--- src/rtl/mem_port_pkg.sv ---
// Shared types and exception codes for the memory port responder.
// Holds the FSM state type, the request kind and the latched-request record.
package mem_port_pkg;

    localparam logic [3:0] EXC_IMIS   = 4'd0;
    localparam logic [3:0] EXC_IFAULT = 4'd1;
    localparam logic [3:0] EXC_LMIS   = 4'd4;
    localparam logic [3:0] EXC_LFAULT = 4'd5;
    localparam logic [3:0] EXC_SMIS   = 4'd6;
    localparam logic [3:0] EXC_SFAULT = 4'd7;

    typedef enum logic [1:0] {IDLE, ACCESS, RESP} state_t;

    typedef enum logic [1:0] {K_FETCH, K_READ, K_WRITE} req_kind_t;

    typedef struct packed {
        req_kind_t   kind;
        logic [31:0] addr;
        logic [31:0] wdata;
        logic        lr;
        logic        exc;
        logic [3:0]  code;
        logic        sc_fail;
    } req_t;

    function automatic logic [3:0] mis_code(input req_kind_t k);
        case (k)
            K_READ:  mis_code = EXC_LMIS;
            K_WRITE: mis_code = EXC_SMIS;
            default: mis_code = EXC_IMIS;
        endcase
    endfunction

    function automatic logic [3:0] fault_code(input req_kind_t k);
        case (k)
            K_READ:  fault_code = EXC_LFAULT;
            K_WRITE: fault_code = EXC_SFAULT;
            default: fault_code = EXC_IFAULT;
        endcase
    endfunction

endpackage

--- src/rtl/mem_port_arbiter.sv ---
// Fixed-priority grant (store > load > fetch) among the three request ports.
// Grants only while the responder is idle; readies are purely combinational.
module mem_port_arbiter
    import mem_port_pkg::*;
(
    input  logic      idle,
    input  logic      fetch_enable,
    input  logic      rd_enable,
    input  logic      wr_enable,
    output logic      fetch_ready,
    output logic      rd_ready,
    output logic      wr_ready,
    output logic      grant_any,
    output req_kind_t grant_kind
);

    always_comb begin
        wr_ready    = idle && wr_enable;
        rd_ready    = idle && rd_enable && !wr_enable;
        fetch_ready = idle && fetch_enable && !wr_enable && !rd_enable;
        grant_any   = wr_ready || rd_ready || fetch_ready;
        grant_kind  = K_FETCH;
        if (wr_ready)
            grant_kind = K_WRITE;
        else if (rd_ready)
            grant_kind = K_READ;
    end

endmodule

--- src/rtl/mem_port_responder.sv ---
// Memory-side responder: arbitrates fetch/load/store onto one synchronous SRAM,
// reports alignment/range exceptions and tracks a single LR/SC reservation.
module mem_port_responder
    import mem_port_pkg::*;
#(
    parameter logic [31:0] BASE_ADDR = 32'h0000_0000,
    parameter int unsigned MEM_WORDS = 16384,
    parameter int unsigned IDX_W     = $clog2(MEM_WORDS)
) (
    input  logic             CLK,
    input  logic             RESET,
    input  logic             fetch_enable,
    input  logic [31:0]      fetch_address,
    output logic             fetch_ready,
    output logic             fetch_valid,
    output logic [31:0]      fetch_inst,
    output logic             fetch_exc_valid,
    output logic [3:0]       fetch_exc_code,
    output logic [31:0]      fetch_exc_value,
    input  logic             rd_enable,
    input  logic [31:0]      rd_address,
    input  logic             rd_lr,
    output logic             rd_ready,
    output logic             rd_valid,
    output logic [31:0]      rd_data,
    output logic [1:0]       rd_reservation,
    output logic             rd_exc_valid,
    output logic [3:0]       rd_exc_code,
    input  logic             wr_enable,
    input  logic [31:0]      wr_address,
    input  logic [31:0]      wr_data,
    input  logic             wr_sc,
    output logic             wr_ready,
    output logic             wr_valid,
    output logic             wr_sc_fail,
    output logic             wr_exc_valid,
    output logic [3:0]       wr_exc_code,
    output logic             sram_en,
    output logic             sram_we,
    output logic [IDX_W-1:0] sram_addr,
    output logic [31:0]      sram_wdata,
    input  logic [31:0]      sram_rdata
);

    state_t           state, state_nxt;
    req_t             req_q, req_nxt;
    logic             grant_any;
    req_kind_t        grant_kind;
    logic [31:0]      sel_addr;
    logic [IDX_W-1:0] sel_idx;
    logic             sel_mis, sel_oor, sel_sc;
    logic             res_valid;
    logic [IDX_W-1:0] res_idx;
    logic [31:0]      inst_q, rdata_q;
    logic             resp_fetch_ok, resp_rd_ok;

    // RESET gates the idle qualifier so no ready can show while held in reset.
    mem_port_arbiter u_arb (
        .idle         (state == IDLE && RESET),
        .fetch_enable (fetch_enable),
        .rd_enable    (rd_enable),
        .wr_enable    (wr_enable),
        .fetch_ready  (fetch_ready),
        .rd_ready     (rd_ready),
        .wr_ready     (wr_ready),
        .grant_any    (grant_any),
        .grant_kind   (grant_kind)
    );

    // Range math is 33 bits wide so BASE_ADDR + 4*MEM_WORDS cannot wrap.
    always_comb begin
        case (grant_kind)
            K_WRITE: sel_addr = wr_address;
            K_READ:  sel_addr = rd_address;
            default: sel_addr = fetch_address;
        endcase
        sel_mis = sel_addr[1:0] != 2'b00;
        sel_oor = ({1'b0, sel_addr} < {1'b0, BASE_ADDR}) ||
                  ({1'b0, sel_addr} >= ({1'b0, BASE_ADDR} + 33'(MEM_WORDS) * 33'd4));
        sel_idx = IDX_W'(({1'b0, sel_addr} - {1'b0, BASE_ADDR}) >> 2);
        sel_sc  = (grant_kind == K_WRITE) && wr_sc;

        req_nxt         = '0;
        req_nxt.kind    = grant_kind;
        req_nxt.addr    = sel_addr;
        req_nxt.wdata   = wr_data;
        req_nxt.lr      = (grant_kind == K_READ) && rd_lr;
        req_nxt.exc     = sel_mis || sel_oor;
        req_nxt.code    = sel_mis ? mis_code(grant_kind) : fault_code(grant_kind);
        req_nxt.sc_fail = sel_sc && !req_nxt.exc && !(res_valid && res_idx == sel_idx);
    end

    always_ff @(posedge CLK or negedge RESET) begin
        if (!RESET) begin
            state <= IDLE;
        end else begin
            state <= state_nxt;
        end
    end

    always_comb begin
        state_nxt = state;
        case (state)
            IDLE:    if (grant_any) state_nxt = (req_nxt.exc || req_nxt.sc_fail) ? RESP : ACCESS;
            ACCESS:  state_nxt = RESP;
            RESP:    state_nxt = IDLE;
            default: state_nxt = IDLE;
        endcase
    end

    always_ff @(posedge CLK or negedge RESET) begin
        if (!RESET) begin
            req_q     <= '0;
            res_valid <= 1'b0;
            res_idx   <= '0;
            inst_q    <= '0;
            rdata_q   <= '0;
        end else begin
            if (grant_any) begin
                req_q <= req_nxt;
                if (req_nxt.lr && !req_nxt.exc) begin
                    res_valid <= 1'b1;
                    res_idx   <= sel_idx;
                end else if (sel_sc) begin
                    res_valid <= 1'b0;
                end else if (grant_kind == K_WRITE && !req_nxt.exc && res_idx == sel_idx) begin
                    res_valid <= 1'b0;
                end
            end
            if (resp_fetch_ok)
                inst_q <= sram_rdata;
            if (resp_rd_ok)
                rdata_q <= sram_rdata;
        end
    end

    // Data outputs pass sram_rdata through during the response and hold it afterwards.
    always_comb begin
        sram_en    = state == ACCESS;
        sram_we    = sram_en && req_q.kind == K_WRITE;
        sram_addr  = sram_en ? IDX_W'(({1'b0, req_q.addr} - {1'b0, BASE_ADDR}) >> 2) : '0;
        sram_wdata = sram_we ? req_q.wdata : '0;

        fetch_valid     = state == RESP && req_q.kind == K_FETCH;
        fetch_exc_valid = fetch_valid && req_q.exc;
        fetch_exc_code  = fetch_exc_valid ? req_q.code : '0;
        fetch_exc_value = fetch_exc_valid ? req_q.addr : '0;
        resp_fetch_ok   = fetch_valid && !req_q.exc;
        fetch_inst      = resp_fetch_ok ? sram_rdata : inst_q;

        rd_valid       = state == RESP && req_q.kind == K_READ;
        rd_exc_valid   = rd_valid && req_q.exc;
        rd_exc_code    = rd_exc_valid ? req_q.code : '0;
        resp_rd_ok     = rd_valid && !req_q.exc;
        rd_data        = resp_rd_ok ? sram_rdata : rdata_q;
        rd_reservation = (resp_rd_ok && req_q.lr) ? 2'b01 : 2'b00;

        wr_valid     = state == RESP && req_q.kind == K_WRITE;
        wr_exc_valid = wr_valid && req_q.exc;
        wr_exc_code  = wr_exc_valid ? req_q.code : '0;
        wr_sc_fail   = wr_valid && req_q.sc_fail;
    end

endmodule

--- config.mk ---
export PLATFORM = sky130hd
export DESIGN_NAME = mem_port_responder
export DESIGN_NICKNAME = d
export VERILOG_FILES = /design/src/rtl/mem_port_pkg.sv /design/src/rtl/mem_port_arbiter.sv /design/src/rtl/mem_port_responder.sv
export SDC_FILE = /design/constraint.sdc
export NUM_CORES = 1
export LEC_CHECK = 0
export CORE_MARGIN = 2
export CORE_UTILIZATION = 46
export CTS_CLUSTER_DIAMETER = 150
export DETAILED_ROUTE_END_ITERATION = 12
export PLACE_DENSITY = 0.95
export SYNTH_ARGS = -nofsm -noshare
export SYNTH_HDL_FRONTEND = slang
export SYNTH_SLANG_ARGS = --single-unit
--- constraint.sdc ---
create_clock -name CLK -period 7.3 [get_ports CLK]
set_clock_uncertainty 0.05 [all_clocks]
set_input_delay 2.19 -clock CLK [delete_from_list [all_inputs] [get_ports CLK]]
set_output_delay 2.19 -clock CLK [all_outputs]
set_load 0.005 [all_outputs]
=== After elaboration in Yosys (flattened, before gate mapping) ===
Index checks and enable logic that the tools add are counted.
W data, S select, Z words.

* Word-level logic and storage cells: 83
* Input bits: 167
* Register bits: 154
* Output and inout port bits: 168

* Equal/unequal tests: 8
* Multiplexer cells: 21
* Reduce and logical (&&, ||, !) cells: 41
* $lt $le $gt $ge: 1

{| class="wikitable"
|+ Operator list
! operator !! count
|-
| $mux W32 || 4
|-
| $pmux W32 S2 || 1
|-
| $ge A32 B17 Y1 const B || 1
|-
| $logic_and A1 B1 Y1 || 26
|-
| $mux W4 || 4
|-
| $eq A14 B14 Y1 || 1
|-
| $mux W14 || 1
|-
| $pmux W3 S2 || 2
|-
| $eq A2 B1 Y1 const B || 3
|-
| $eq A2 B2 Y1 const B || 3
|-
| $mux W2 || 3
|-
| $logic_not A1 Y1 || 5
|-
| $mux W1 || 5
|-
| $logic_not A2 Y1 || 2
|-
| $logic_or A1 B1 Y1 || 4
|-
| $pmux W2 S2 || 1
|-
| $reduce_and A2 Y1 || 2
|-
| $reduce_bool A3 Y1 || 1
|-
| $ne A2 B2 Y1 const B || 1
|-
| $reduce_bool A2 Y1 || 1
|}

=== Logic depth before layout (Yosys ltp) ===
* Depth after elaboration: 17
* Gate-level depth with buffers: 10
* Gate-level depth less buffers: 7

=== Modules after synthesis ===
Synthesis repeated with hierarchy kept, for this count alone.

* Cell total of the unflattened synthesis: 634
* Area, all modules: 7561.0 um^2

{| class="wikitable"
|+ Modules (own cells, without submodules)
! module !! cells each !! area an instance (um^2) !! times used !! seq. area each (um^2)
|-
| mem_port_responder || 628 || 7504.7 || 1 || 3828.7
|-
| mem_port_arbiter || 6 || 56.3 || 1 || 0.0
|}

=== Worst setup path before layout ===
OpenSTA, ideal clock, no wires.

* Path kind: input to output
* Start: in RESET
* End: out fetch_ready
* Stages: 6
* Buffers on the path: 3
* Arrival: 3.307 ns
* Path slack: 1.753 ns
* Data required time: 5.060 ns
* Path through: nor3b_1 -> buf_2 -> buf_2 -> buf_1 -> nand2_1 -> nor2_1

* Word-level cells in the longest chain between the ends: 4

{| class="wikitable"
|+ RTL lines
! element !! RTL line !! RTL
|-
| from (decl) || mem_port_responder.sv:11 || <nowiki>input logic RESET,</nowiki>
|-
| $logic_and A1 B1 Y1 || mem_port_responder.sv:59 || <nowiki>.idle (state == IDLE && RESET),</nowiki>
|-
| $logic_and A1 B1 Y1 (3 in series) || mem_port_arbiter.sv:20 || <nowiki>fetch_ready = idle && fetch_enable && !wr_enable && !rd_enable;</nowiki>
|-
| to (decl) || mem_port_responder.sv:14 || <nowiki>output logic fetch_ready,</nowiki>
|}

No other way between the ends.

=== Worst setup path after layout ===
* Start: in RESET
* End: out wr_ready

* Word-level cells in the longest chain between the ends: 2

{| class="wikitable"
|+ RTL lines
! element !! RTL line !! RTL
|-
| $logic_and A1 B1 Y1 || mem_port_responder.sv:59 ||
|-
| $logic_and A1 B1 Y1 || mem_port_arbiter.sv:18 || <nowiki>wr_ready = idle && wr_enable;</nowiki>
|-
| to (decl) || mem_port_responder.sv:33 || <nowiki>output logic wr_ready,</nowiki>
|}

No other way between the ends.

==> impl_metrics.json <==
{
  "min_period_ns": 6.19,
  "startpoint_type": "input pin",
  "end_kind": "primary output",
  "dr.pass1.iters": 7,
  "port_buffers": 328,
  "hold_path.class": "flip-flop to flip-flop",
  "rows": 47,
  "synthTopCellsByArea": "dfrtp_1 50%, mux2_2 9.5%, nand2_1 8.4%",
  "critPathMaxFanout": 21,
  "p_total_mw": 2.43,
  "areaGrowthSynthToFinish_pct": 53.4,
  "num_antenna_cells": 0,
  "crit_type": "input pin to primary output",
  "arrival_ns": 3.95,
  "die_y_um": 133,
  "finalHoldViolCount": 0,
  "tns_ns": 0,
  "final_util_pct": 71.3,
  "grt_pass1_vias": 7189,
  "dp_hpwl_um": 18200,
  "whs_ns": 0.417,
  "die-area_mm2": 0.0176,
  "maxSlewHeadroom_pct": 23.6,
  "io_pins": 335,
  "core-area_mm2": 0.0164,
  "slew_violations": 0,
  "num_vias": 7166,
  "grt-ovfl-total": 0,
  "synth_warnings": 0,
  "yosys.area.top_type": "dfrtp_1",
  "cts_max_level": 4,
  "clk_pin_slew_ns": 0.06,
  "post_cts_buffers": 0,
  "hold_depth": 2,
  "required_ns": 5.06,
  "wirelength_um": 24600,
  "timing.fmax_mhz": 161,
  "finalCritPeriodShare_pct": 84.8,
  "cts_sinks": 152,
  "cellLeakagePower_nw": 5.33,
  "synth_edf_count": 0,
  "grt_usage_pct": 28.0,
  "peakVddDrop_v": 0.000164,
  "grt_setup_unrepaired": "no",
  "cts_buffers": 17,
  "yosysSeqAreaShare_pct": 49.9,
  "wl_per_cell_um": 18.5,
  "grt_pass1_wl_um": 38600,
  "pre_cts_slack_ns": 1.11,
  "synth.avg_cell_area_um2": 9.68,
  "synth-seq-cells": 152,
  "setup_viol": 0,
  "cts_root_buf": "clkbuf_16",
  "clkLatencyLatePin_ns": 0.42,
  "rr_worst_depth": 8,
  "cts_tree": "done",
  "cts_hold_buf": 0,
  "mappedNetlistArea_mm2": 0.00762,
  "status": "finished clean",
  "worstMarginPinSlew_ns": 1.14,
  "drt-initial-drc-count": 434,
  "multi_input_area_mm2": 0.00358,
  "layout_commonest_cell": "clkdlybuf4s50_1",
  "dpl_cell_area_mm2": 0.0111,
  "synthFlopType": "dfrtp_1",
  "drc": 0,
  "setup_slack_ns": 1.11,
  "via_per_inst": 5.39,
  "grt_max_degree": 74,
  "fp.dieW_um": 133,
  "synth_cell_type_count": 45,
  "fin_nets": 1263,
  "ant_nets": 0,
  "drive_above_1_share_pct": 11.7,
  "yosysTopAreaCellShare_pct": 49.9,
  "place_inst": 1297,
  "synthCells": 788,
  "nFillCells": 1170,
  "antenna_found_initial": 0,
  "layout_common_cells": "326 x clkdlybuf4s50_1, 170 x nand2_1, 152 x dfrtp_1, 64 x mux2_2, 52 x and2_1",
  "async_reset_ff_share_pct": 100,
  "power_density_mw_per_mm2": 208,
  "layout.cells.non_filler": 1329,
  "gp_congestion": 0.879,
  "final_area_mm2": 0.0117,
  "seq_area_mm2": 0.00380,
  "post_cts_resized": 0,
  "maxCapViolCount": 0,
  "start_util_pct": 46.5,
  "clockBufferDepth": 2
}
==> synth_stat cells (6+ instances only) <==
cell type / instances
nor3b_1: 18
and3_1: 47
nor2b_1: 16
o31ai_1: 10
mux2_2: 64
or3b_2: 8
o21ai_0: 42
a21oi_1: 32
buf_4: 7
nor4_1: 6
nand2_1: 170
clkbuf_1: 41
and2_1: 52
dfrtp_1: 152
mux2i_1: 9
inv_1: 12
nor2_1: 21
a21o_1: 9
xnor2_1: 6
buf_2: 7
==> area by class of cell <==
| class | count | area share, % |
|---|---|---|
| sequential | 152 | 32.5 |
| multi-input combinational | 570 | 30.6 |
| timing repair buffer | 343 | 29.0 |
| clock buffer | 18 | 3.75 |
| tap | 220 | 2.35 |
| clock inverter | 14 | 1.39 |
| inverter | 12 | 0.385 |
==> registers in the layout (all words and copies together), names as in the netlist <==
signal,flops
rdata_q,32
req_q,71
inst_q,32
res_idx,14
state,2
res_valid,1
==> layer usage <==
layer | global-route usage, % | routed length [um] | vias to the layer above
met5 | 0 | 0 | -
met4 | 10.7 | 752 | 0
met3 | 5.79 | 1600 | 49
met2 | 49.5 | 12600 | 350
met1 | 33.6 | 9650 | 3465
li1 | - | - | 3302
==> critical path, cell delays in order <==
cell,delay (ns)
buf_6,0.20
nor3b_2,0.64
nand2_1,0.26
inv_1,0.10
clkdlybuf4s50_1,0.54
==> path summary, 6_finish.rpt <==
| check | start | to | slack (ns) |
|---|---|---|---|
| max | RESET | wr_ready | 1.11 |
| min | req_q[6] | req_q[6] | 0.42 |
| max reg2reg | state[1] | res_idx[1] | 3.46 |
| min reg2reg | req_q[6] | req_q[6] | 0.42 |
| max in group asynchronous | RESET | req_q[0] | 3.70 |
| min in group asynchronous | RESET | req_q[1] | 1.56 |
==> cell families (layout without fill, tap and decap cells) <==
logic type | Yosys count | in the layout | share of synthesized area [%]
and+or+nand+nor | 357 | 357 | 24.0
other | 1 | 6 | 0.0492
xor gates and xnor gates | 6 | 6 | 0.689
buffers and inverters | 71 | 387 | 3.95
DFF | 152 | 152 | 49.9
muxes | 78 | 78 | 11.4
AOI/OAI and AO/OA | 123 | 123 | 10.0
==> power by group <==
part           total (mW)  switching, mW  internal (mW)  leakage [nW]
Clock               0.887          0.365          0.522         0.294
Combinational       0.519          0.227          0.291          3.11
Sequential           1.02         0.0631          0.959          1.92
Total                2.43          0.656           1.77          5.33
(Power assumes the default switching activity.)
